File: src/rtl/if_fetch_unit.sv
// Instruction-fetch stage: fetch PC plus a direct-mapped, read-only instruction
// cache that refills one line at a time from the memory port on a miss.
module if_fetch_unit #(
  parameter int unsigned          WORD_SIZE  = 16,
  parameter int unsigned          LINE_WORDS = 4,
  parameter int unsigned          NUM_LINES  = 4,
  parameter logic [WORD_SIZE-1:0] RESET_PC   = '0
) (
  input  logic                             clk,
  input  logic                             reset,
  input  logic                             stall,
  input  logic                             branch_failed,
  input  logic [WORD_SIZE-1:0]             branch_pc,
  input  logic                             jump_failed,
  input  logic [WORD_SIZE-1:0]             jump_pc,
  output logic [WORD_SIZE-1:0]             IF_PC,
  output logic [WORD_SIZE-1:0]             IF_inst,
  output logic                             IF_data_ready,
  output logic                             i_readM,
  output logic [WORD_SIZE-1:0]             i_address,
  input  logic [LINE_WORDS*WORD_SIZE-1:0]  i_data,
  input  logic                             i_mem_ready,
  output logic [WORD_SIZE-1:0]             hit_count,
  output logic [WORD_SIZE-1:0]             miss_count
);

  localparam int unsigned OFF_W = $clog2(LINE_WORDS);
  localparam int unsigned IDX_W = $clog2(NUM_LINES);
  localparam int unsigned TAG_W = WORD_SIZE - OFF_W - IDX_W;

  localparam logic [0:0] S_LOOKUP = 1'b0;
  localparam logic [0:0] S_MISS   = 1'b1;

  logic [0:0]                            r_state;
  logic [0:0]                            w_state_nxt;
  logic [WORD_SIZE-1:0]                  r_pc;
  logic [WORD_SIZE-1:0]                  w_pc_nxt;
  logic [WORD_SIZE-1:0]                  r_miss_addr;
  logic [WORD_SIZE-1:0]                  r_hit_cnt;
  logic [WORD_SIZE-1:0]                  r_miss_cnt;
  logic [NUM_LINES-1:0]                  r_valid;
  logic [TAG_W-1:0]                      r_tag  [NUM_LINES];
  logic [LINE_WORDS-1:0][WORD_SIZE-1:0]  r_data [NUM_LINES];

  logic [OFF_W-1:0]     w_off;
  logic [IDX_W-1:0]     w_idx;
  logic [TAG_W-1:0]     w_tag;
  logic [IDX_W-1:0]     w_fill_idx;
  logic [TAG_W-1:0]     w_fill_tag;
  logic [WORD_SIZE-1:0] w_line_addr;
  logic                 w_hit;
  logic                 w_ready;
  logic                 w_redirect;
  logic                 w_miss_start;
  logic                 w_fill;
  logic                 w_hit_acc;

  assign w_off       = r_pc[OFF_W-1:0];
  assign w_idx       = r_pc[OFF_W +: IDX_W];
  assign w_tag       = r_pc[WORD_SIZE-1 -: TAG_W];
  assign w_fill_idx  = r_miss_addr[OFF_W +: IDX_W];
  assign w_fill_tag  = r_miss_addr[WORD_SIZE-1 -: TAG_W];
  assign w_line_addr = {r_pc[WORD_SIZE-1:OFF_W], OFF_W'(0)};
  assign w_hit       = r_valid[w_idx] && (r_tag[w_idx] == w_tag);
  assign w_ready     = (r_state == S_LOOKUP) && w_hit;
  assign w_redirect  = branch_failed || jump_failed;

  // Next-state, next-PC and event strobes
  always_comb begin
    w_state_nxt  = r_state;
    w_pc_nxt     = r_pc;
    w_miss_start = 1'b0;
    w_fill       = 1'b0;
    w_hit_acc    = 1'b0;
    case (r_state)
      S_LOOKUP: begin
        if (!w_hit && !w_redirect) begin
          w_state_nxt  = S_MISS;
          w_miss_start = 1'b1;
        end
      end
      S_MISS: begin
        if (i_mem_ready) begin
          w_state_nxt = S_LOOKUP;
          w_fill      = 1'b1;
        end
      end
      default: w_state_nxt = S_LOOKUP;
    endcase
    // The older instruction (EX branch) outranks the younger ID jump
    if (branch_failed) begin
      w_pc_nxt = branch_pc;
    end else if (jump_failed) begin
      w_pc_nxt = jump_pc;
    end else if (w_ready && !stall) begin
      w_pc_nxt = r_pc + WORD_SIZE'(1);
    end
    w_hit_acc = w_ready && !stall && !w_redirect;
  end

  // Control state, PC, valid bits and saturating counters
  always_ff @(posedge clk or posedge reset) begin
    if (reset) begin
      r_state     <= S_LOOKUP;
      r_pc        <= RESET_PC;
      r_miss_addr <= '0;
      r_valid     <= '0;
      r_hit_cnt   <= '0;
      r_miss_cnt  <= '0;
    end else begin
      r_state <= w_state_nxt;
      r_pc    <= w_pc_nxt;
      if (w_miss_start) begin
        r_miss_addr <= w_line_addr;
      end
      if (w_fill) begin
        r_valid[w_fill_idx] <= 1'b1;
      end
      if (w_hit_acc && (r_hit_cnt != '1)) begin
        r_hit_cnt <= r_hit_cnt + WORD_SIZE'(1);
      end
      if (w_miss_start && (r_miss_cnt != '1)) begin
        r_miss_cnt <= r_miss_cnt + WORD_SIZE'(1);
      end
    end
  end

  // Tag and data arrays need no reset; valid bits gate every use
  always_ff @(posedge clk) begin
    if (w_fill && !reset) begin
      r_tag[w_fill_idx]  <= w_fill_tag;
      r_data[w_fill_idx] <= i_data;
    end
  end

  assign IF_PC         = r_pc;
  assign IF_data_ready = w_ready;
  assign IF_inst       = w_ready ? r_data[w_idx][w_off] : '0;
  assign i_readM       = (r_state == S_MISS);
  assign i_address     = (r_state == S_MISS) ? r_miss_addr : w_line_addr;
  assign hit_count     = r_hit_cnt;
  assign miss_count    = r_miss_cnt;

endmodule
File: config.mk
export PLATFORM = sky130hd
export DESIGN_NAME = if_fetch_unit
export DESIGN_NICKNAME = d
export VERILOG_FILES = /design/src/rtl/if_fetch_unit.sv
export SDC_FILE = /design/constraint.sdc
export NUM_CORES = 1
export LEC_CHECK = 0
export CAP_MARGIN = 20
export CORE_UTILIZATION = 30
export DETAILED_ROUTE_END_ITERATION = 10
export DONT_BUFFER_PORTS = 1
export PLACE_DENSITY_LB_ADDON = 0.15
export SYNTH_ARGS = -nofsm -noshare
export SYNTH_HDL_FRONTEND = slang
export SYNTH_SLANG_ARGS = --single-unit
File: constraint.sdc
create_clock -name clk -period 6.3 [get_ports clk]
set_clock_uncertainty 0.15 [all_clocks]
set_input_delay 1.26 -clock clk [delete_from_list [all_inputs] [get_ports clk]]
set_output_delay 1.26 -clock clk [all_outputs]
set_load 0.005 [all_outputs]
==> metrics.txt <==
final setup fails 0; largest net degree at the start of global routing just over 70; Setup Crit Path Kind flip-flop to output port; Critical Path RT 4.89 ns; final count of pins violating max slew 0; Final Net Count 995; CTS max path bufs 3; Worst Setup End Kind output port; register area share after synthesis 69.5%; CTS tree built; Non-Filler Instances 1605; Post-DP HPWL 22500 um; largest fanout on the critical path 51; die span in x 230 um; FF+latch area 0.0108 mm^2; Synth top area share 58.8%; critical-path cell list mux4_2 > xnor2_1 > o311ai_1 > nor3_4 > nand3_1 > buf_4 > nor2b_1; status completed; Vias 7890; Synth area leaders edfxtp_1 (59%), mux4_2 (13%), dfrtp_1 (11%), mux2_2 (1.6%), xnor2_1 (1.3%); Post-CTS Repair Setup Buffers 0; Final Critical Period ~5.3 ns; Worst-Margin Slew about 1 ns; Post-Syn Instances roughly 880; power per standard cell area 333 mW/mm^2; Clk Latency, worst-skew pair 0.56 ns; Post-Syn Area per Cell 17.6 um^2; core box area 0.0512 mm^2; RSZ-0062 raised after global routing no; Max Cap Viol 0; Tightest Hold Check Type flip-flop to flip-flop; initial antenna violation count 0; most frequent cell after synthesis edfxtp_1; DR vias/cell 4.92; DP Cell Count 1524; gr usage total approximately 14%; Yosys reg bits between 300 and 400; Pre-Repair DR Iteration Count 5; drt total wl 37400 um; FMAX about 0.19 GHz; Synth Cell Area approximately 0.016 mm^2; vias in the first global route 8334; fraction of registers with async set/reset 18.1%; io pins around 180; number of cell rows 83; final setup TNS 0 ns; Max transition margin 33.4%; overall die area approximately 0.053 mm^2; PortBufs 0; number of diodes 0; area of the multi-input gates 0.00442 mm^2; post-synth cell types 65; share of cells above drive strength 1 21.6%; Ys Warns 0; remaining antenna violation count 0; H-tree level count 2; Worst Path Arrival 3.85 ns; DIE HEIGHT 230 um; EDFF count, synth 304; # fillers 4863; Static Leak 5.80 nW; Crit-path slowest cell dfrtp_4; Reg clk slew, reported paths about 0.05 ns; Layout area overhead 13.5%; post_cts resized 0; Placer Congestion 0.751; predominant post-synthesis flop cell edfxtp_1; final period utilization 83.5%; Inserted Clock Buffers 44; DRT iter0 DRCs 425; Sink Count approximately 370; VDD IR max 0.206 mV; routed length per placed instance 23.3 um; global route total overflow 0; first-pass GRT wire length 55600 um; Root Buffer clkbuf_16; Post-synth top cells edfxtp_1 (304), mux4_2 (87), dfrtp_1 (67), nand2_1 (39), o21ai_0 (32); final hold viol count 0; post-route DRC violation count 0; # hold bufs at CTS 0; Yosys top cell by area edfxtp_1; Critical Path Max Stage Delay 1.00 ns; Starting Density 30.3%; Critical Path Source Type flip-flop
cell families after synthesis:
group           synth area share [%]
compound gates                  4.05
simple gates                    6.27
fa+ha+maj                      0.242
other cells                   0.0241
buf+inv                         2.30
flops                           69.5
xor+xnor                        2.14
mux                             15.4
layout by cell type (no fill, tap or decap), drive strengths merged, types with 4 or more instances in the layout:
cell,Yosys,layout
edfxtp,304,304
mux4,87,87
dfrtp,67,67
clkbuf,26,61
nand2,39,39
o21ai,33,33
nand3,31,31
mux2,28,28
xnor2,23,23
nor2b,21,21
nor2,19,19
nor3,19,19
a21oi,17,17
and3,16,16
clkinv,1,16
xor2,15,15
buf,29,14
inv,11,13
mux2i,11,11
o21bai,8,8
nand2b,7,7
nor4,7,7
and2,6,6
nand4,6,6
a41oi,6,6
o2bb2ai,5,5
o22ai,5,5
o211ai,4,4
per-layer routing:
metal / wire [um] / up-vias / share of wire [%] / global-route usage (%)
li1: - / 3519 / - / -
met1: 16000 / 4112 / 43 / 18.4
met3: 2380 / 45 / 6.4 / 3.95
met2: 18200 / 214 / 49 / 23.2
met5: 0 / - / 0 / 0
met4: 831 / 0 / 2.2 / 4.79
final cells by class:
class                           count  share of cell area [%]
Sequential cell                   371                    61.3
Clock inverter                     20                   0.866
Multi-Input combinational cell    447                    25.1
Timing Repair Buffer               14                   0.809
Clock buffer                       61                    6.84
Inverter                           12                   0.255
Tap cell                          680                    4.82
worst paths after layout:
kind,startpoint,end,slack (ns),depth (start not counted)
hold reg to reg,r_valid[3],r_valid[3],0.32,1
setup / recovery,IF_PC[2],IF_inst[14],1.04,7
hold / removal,r_valid[3],r_valid[3],0.32,1
setup reg to reg,IF_PC[2],miss_count[1],2.23,8
min in group asynchronous,reset,miss_count[1],0.73,2
max in group asynchronous,reset,IF_PC[2],4.53,2
report_power, final:
group | internal [mW] | switching (mW)
registers | 2.79 | 0.156
logic | 0.273 | 0.255
clock network | 1.42 | 0.988
total | 4.48 | 1.40
flip-flops by register name (all words and copies together) (netlist names):
signal and cells:
r_miss_addr 14, IF_PC 16, r_tag 48, miss_count 16
r_valid 4, r_data 256, i_readM 1, hit_count 16
critical path: cells and delay by family, from the launching register on:
kind | cells | cell delay (ns)
AO/OA/AOI/OAI | 1 | 0.18
XOR/XNOR | 1 | 0.18
buffers and inverters | 1 | 0.33
flip-flops | 1 | 1.00
multiplexers | 1 | 0.61
AND/OR/NAND/NOR | 3 | 0.96
metrics by stage:
stage | power (mW) | utilization, % | cell area [um^2] | hold slack, ns | setup WS (ns)
5_1_grt | 6.12 | 34.4 | 17600 | 0.346 | 0.621
6_report | 5.87 | 34.4 | 17600 | 0.322 | 1.04
2_1_floorplan | 3.37 | - | 15600 | 0.287 | 1.32
4_1_cts | 5.98 | 34.4 | 17600 | 0.322 | 0.813
3_3_place_gp | 3.54 | 31.8 | 16300 | 0.305 | 1.45
3_5_place_dp | 3.54 | 31.8 | 16300 | 0.306 | 1.45
No activity file was read; power rests on OpenSTA's default activity.
